===== src/rtl/mc_mem_responder.sv =====
// Unified word memory responder for the multicycle MIPS core: fixed-latency
// read/write with a one-cycle ready pulse. Optional MEM_ALIGN_CHECK_EN flags misaligned accesses.
module mc_mem_responder #(
    parameter int DEPTH   = 64,
    parameter int LATENCY = 2
) (
    input  logic        clk,
    input  logic        reset,
    input  logic        req,
    input  logic        we,
    input  logic [31:0] addr,
    input  logic [31:0] wd,
    output logic [31:0] rd,
    output logic        ready,
    output logic        busy,
    output logic        err
);
    localparam int         AW        = $clog2(DEPTH);
    localparam bit         DIRECT    = (LATENCY == 1);
    localparam logic [3:0] WAIT_INIT = (LATENCY >= 2) ? 4'(LATENCY - 2) : 4'd0;

    typedef enum logic [1:0] {IDLE, WAIT, RESP} state_t;

    state_t        state;
    logic [3:0]    cnt;
    logic          cap_we;
    logic          cap_mis;
    logic [AW-1:0] cap_idx;
    logic [31:0]   cap_wd;
    logic [31:0]   mem [DEPTH];

    logic [AW-1:0] req_idx;
    logic          req_mis;
    logic          commit;
    logic          c_we;
    logic          c_mis;
    logic [AW-1:0] c_idx;
    logic [31:0]   c_wd;
    logic          unused_addr;

    assign req_idx     = addr[AW+1:2];
    assign unused_addr = ^{addr[31:AW+2], addr[1:0]};

`ifdef MEM_ALIGN_CHECK_EN
    assign req_mis = (addr[1:0] != 2'b00);
`else
    assign req_mis = 1'b0;
`endif

    // With LATENCY = 1 the commit uses the live request, otherwise the captured one.
    always_comb begin
        commit = 1'b0;
        c_we   = cap_we;
        c_idx  = cap_idx;
        c_wd   = cap_wd;
        c_mis  = cap_mis;
        if (DIRECT && state == IDLE && req) begin
            commit = 1'b1;
            c_we   = we;
            c_idx  = req_idx;
            c_wd   = wd;
            c_mis  = req_mis;
        end else if (state == WAIT && cnt == 4'd0) begin
            commit = 1'b1;
        end
    end

    // Reset on the commit edge blocks the write; contents survive reset.
    always_ff @(posedge clk) begin
        if (!reset && commit && c_we && !c_mis) begin
            mem[c_idx] <= c_wd;
        end
    end

    always_ff @(posedge clk) begin
        if (reset) begin
            state   <= IDLE;
            cnt     <= 4'd0;
            ready   <= 1'b0;
            busy    <= 1'b0;
            err     <= 1'b0;
            rd      <= 32'h0;
            cap_we  <= 1'b0;
            cap_mis <= 1'b0;
            cap_idx <= '0;
            cap_wd  <= 32'h0;
        end else begin
            case (state)
                IDLE: begin
                    if (req) begin
                        cap_we  <= we;
                        cap_idx <= req_idx;
                        cap_wd  <= wd;
                        cap_mis <= req_mis;
                        busy    <= 1'b1;
                        if (DIRECT) begin
                            state <= RESP;
                        end else begin
                            cnt   <= WAIT_INIT;
                            state <= WAIT;
                        end
                    end
                end
                WAIT: begin
                    if (cnt == 4'd0) begin
                        state <= RESP;
                    end else begin
                        cnt <= cnt - 4'd1;
                    end
                end
                RESP: begin
                    state <= IDLE;
                    busy  <= 1'b0;
                end
                default: state <= IDLE;
            endcase

            ready <= commit;
            err   <= commit & c_mis;
            if (commit && !c_we && !c_mis) begin
                rd <= mem[c_idx];
            end
        end
    end
endmodule

===== config.mk =====
export PLATFORM = sky130hd
export DESIGN_NAME = mc_mem_responder
export DESIGN_NICKNAME = d
export VERILOG_FILES = /design/src/rtl/mc_mem_responder.sv
export SDC_FILE = /design/constraint.sdc
export NUM_CORES = 2
export LEC_CHECK = 0
export CAP_MARGIN = 20
export CORE_MARGIN = 1.5
export CORE_UTILIZATION = 45
export CTS_BUF_LIST = sky130_fd_sc_hd__clkbuf_8 sky130_fd_sc_hd__clkbuf_16
export CTS_CLUSTER_SIZE = 28
export DETAILED_ROUTE_END_ITERATION = 8
export DONT_BUFFER_PORTS = 1
export PLACE_DENSITY_LB_ADDON = 0.25
export SLEW_MARGIN = 10
export SYNTH_ARGS = -nofsm -noshare
export SYNTH_HDL_FRONTEND = slang
export SYNTH_SLANG_ARGS = --single-unit
export TNS_END_PERCENT = 50

===== constraint.sdc =====
create_clock -name clk -period 10.4 [get_ports clk]
set_input_delay 1.04 -clock clk [delete_from_list [all_inputs] [get_ports clk]]
set_output_delay 1.04 -clock clk [all_outputs]
set_load 0.1 [all_outputs]

==> summary.md <==
| Metric | Value |
|---|---|
| Psw | `approximately 3.9 mW` |
| Sum Neg Setup Slack | `0 ps` |
| Cell Area, Placed | `around 0.085 mm²` |
| Root buffer cell | `clkbuf_16` |
| Synth Flop Type | `edfxtp_1` |
| Internal power | `about 14 mW` |
| Slew headroom | `21.93%` |
| Crit path top cell by count | `buf_4` |
| Worst-Skew Late Latency | `around 840 ps` |
| Avg Inst Size Synth | `19.02 µm²` |
| Main combinational cell family by area after synthesis | `multiplexers` |
| Max-capacitance violation count | `0` |
| Yosys cell types | `52` |
| Die area | `about 0.18 mm²` |
| RSZ-0062 raised after global routing | `no` |
| Hold buffer count at CTS | `0` |
| Pwr dens | `about 190 mW/mm²` |
| Fill cell count | `approximately 14k` |
| Hold Crit Class | `primary input to register` |
| Worst Setup End Kind | `register` |
| Overall Global Routing Usage | `between 20 and 25%` |
| Sequential share of power | `between 50% and 60%` |
| Clk pwr share | `40.9%` |
| Switching share of total power | `a little over a fifth` |
| Post-synth net total | `~4.4k` |
| Cells after synthesis | `4295` |
| Seq/Total Area, Yosys | `77.21%` |
| Initial Utilization | `between 40% and 50%` |
| Die Wd | `~430 µm` |
| Critical Path Stages | `9` |
| Critical Path, Cell by Cell | `buf_12 > buf_4 > buf_4 > buf_4 > mux2i_1 > a22oi_1 > nand3_1 > nand4_1 > o221a_2` |
| Nets | `approximately 4.5k` |
| Fraction of registers with async set or reset after synthesis | `0%` |
| Longest Clk Path Bufs | `3` |
| Row cnt | `roughly 160` |
| Max-slew violation count | `0` |
| Initial antenna violation count | `13` |
| Clock Sinks | `between 2k and 2.5k` |
| H-tree depth | `4` |
| Hold Path Sink | `c_idx[0]` |
| Die height | `about 430 µm` |
| Pleak | `27.92 nW` |
| Final Setup Violations | `0` |
| Remaining global-route overflow | `0` |
| Clock skew | `between 30 and 40 ps` |
| Worst reg2reg startpoint | `c_idx[2]` |
| Min-delay src | `reset` |
| Crit path kind | `register to register` |
| Crit-path max FO | `between 100 and 150` |
| DP Wirelength | `109700 µm` |
| Compound-Gate Fraction of Synth Area | `under 10%` |
| DRC | `0` |
| Final wirelength | `207700 µm` |
| Critical Path AT | `6230 ps` |
| Fmax | `approximately 180 MHz` |
| Worst-margin pin slew | `about 1200 ps` |
| Setup Buffers After CTS | `0` |
| Vias in the first global route | `between 40k and 50k` |
| Final Util | `50.88%` |
| CTS clock-pin slew for the worst setup and hold paths | `60 ps` |
| Run status | `finished clean` |
| Startpoint type of the worst setup path | `register` |
| Synth Cell Area | `0.08170 mm²` |
| CTS tree | `built` |
| Vias per inst | `~5.9` |
| Vias | `roughly 41k` |
| PortBufs | `0` |
| Worst r2r path cells | `9` |
| Number of synthesized register bits | `2127` |
| Inserted Clock Buffers | `approximately 200` |
| Slowest cell on crit path | `buf_4` |
| GP Congestion | `0.7854` |
| CP top delay family | `buffers and inverters` |
| Synth Area in XOR/XNOR | `less than 1%` |
| Critical path required time | `about 11000 ps` |
| Post-synth EDFFs | `~2.0k` |
| Fin crit period | `approximately 5500 ps` |
| Hold Path Stages | `1` |
| Reg2reg end | `rd[23]` |
| Synth Area in Adders | `0.01531%` |
| 1st-iter DRT viols | `4878` |
| CP max stage delay | `roughly 860 ps` |
| Mux cell area share after synthesis | `approximately 14%` |
| I/O pin total | `103` |
| Final Hold Viols | `0` |
| Synth warn | `0` |
| Largest net degree at the start of global routing | `between 100 and 150` |
| Maximum VDD drop | `about 0.15 mV` |
| Area delta synth->final | `12.43%` |
| Post-route cell area | `0.09186 mm²` |
| Resize count post-CTS | `0` |
| Commonest non-fill, non-tap cell in the layout | `edfxtp_1` |
| Period utilization | `53.19%` |
| WL/cell | `29.89 µm` |
| TritonRoute pass-1 iters | `5` |
| Combinational share of power | `around 5.2%` |
| Post-route ant nets | `0` |
| Worst hold margin | `around 330 ps` |
| Core area | `~0.18 mm²` |
| Synth Area in Simple Gates | `~2.8%` |
| First-pass GRT wire length | `between 200000 and 300000 µm` |
| Commonest non-fill, non-tap cells in the layout | `edfxtp_1, mux2i_1, nand2_1` |
| R2r setup slk | `about 4900 ps` |
| Worst path bufs/invs | `4` |
| Ratio of cells with drive above 1 in the final layout | `between 15 and 20%` |
state kept, by name, indices dropped and copies added (netlist names):
signal,cells
busy,1
c_idx,6
c_wd,32
c_we,1
cnt,4
mem,2048
rd,32
ready,1
state,2
metal layers:
| metal | vias up | global-route usage (%) | routed length, µm |
|---|---|---|---|
| met5 | - | 0 | 41 |
| met4 | 6 | 5.951 | 4830 |
| met3 | 300 | 4.372 | 15640 |
| met2 | 1529 | 34.59 | 96530 |
| met1 | 21830 | 32.27 | 90640 |
| li1 | 17600 | - | - |
cell usage after synthesis, types with 3 or more instances:
library cell	count	area (µm²)
nand2b_1	6	37.54
buf_2	97	485.5
clkbuf_1	108	405.4
o221a_2	17	191.4
dfxtp_1	79	1582
mux2_2	29	326.6
buf_6	13	146.4
nor2_1	81	304.0
nand3_1	88	440.4
o22a_1	31	271.5
nand3b_1	3	22.52
o22ai_1	26	162.7
nand4_1	54	337.8
a22oi_1	169	1269
o221a_1	10	112.6
a31oi_1	59	369.1
nor2b_1	9	56.30
mux2i_1	684	6847
buf_1	17	63.81
inv_1	4	15.01
nand2_1	258	968.4
a211oi_1	3	22.52
edfxtp_1	2048	61500
mux4_2	206	4639
o21ai_0	11	55.05
nor3_1	4	20.02
buf_4	23	172.7
a21oi_1	130	650.6
cells by family (layout without fill, tap and decap cells):
family,count (synthesis),count (layout)
and+or+nand+nor,518,518
xor gates and xnor gates,2,2
buffers and inverters,262,533
AOI/OAI and AO/OA,465,465
DFF,2127,2127
other,1,12
adders and majority gates,1,1
muxes,919,919
area by class of cell:
type / count / area, µm² / share of cell area [%]
clock buffers: 245 / 5804 / 6.319
inverters: 4 / 15.01 / 0.01634
flip-flops and latches: 2127 / 63150 / 68.74
repair buffers: 145 / 1210 / 1.317
diodes: 11 / 27.53 / 0.02997
well taps: 2370 / 2965 / 3.228
multi-input cells: 1906 / 17880 / 19.47
clock inverters: 139 / 809.5 / 0.8813
metrics by stage:
stage                     power [mW]  setup WS, ps  instances
after floorplan                10.33          6930       4295
after global placement         10.66          4947       6546
after detailed placement       10.67          4946       6548
after CTS                      17.84          4914       6932
after global routing           18.22          4635       6937
final                          17.74          4868       6947
power by group through the flow:
stage,Sequential [mW],Combinational [mW],Clock (mW)
2_1_floorplan,9.79,0.546,0
3_3_place_gp,9.77,0.888,0
3_5_place_dp,9.77,0.907,0
4_1_cts,9.58,0.909,7.34
5_1_grt,9.57,0.973,7.67
6_report,9.57,0.923,7.25
worst max path at each step:
stage	startpoint	end	slack (ps)
after floorplan	reset	mem[1][0]	6930
after global placement	c_idx[2]	rd[23]	4950
after detailed placement	c_idx[2]	rd[23]	4950
after CTS	c_idx[2]	rd[23]	4910
after global routing	c_idx[2]	rd[23]	4640
final	c_idx[2]	rd[23]	4870
No activity file was read; power rests on OpenSTA's default activity.
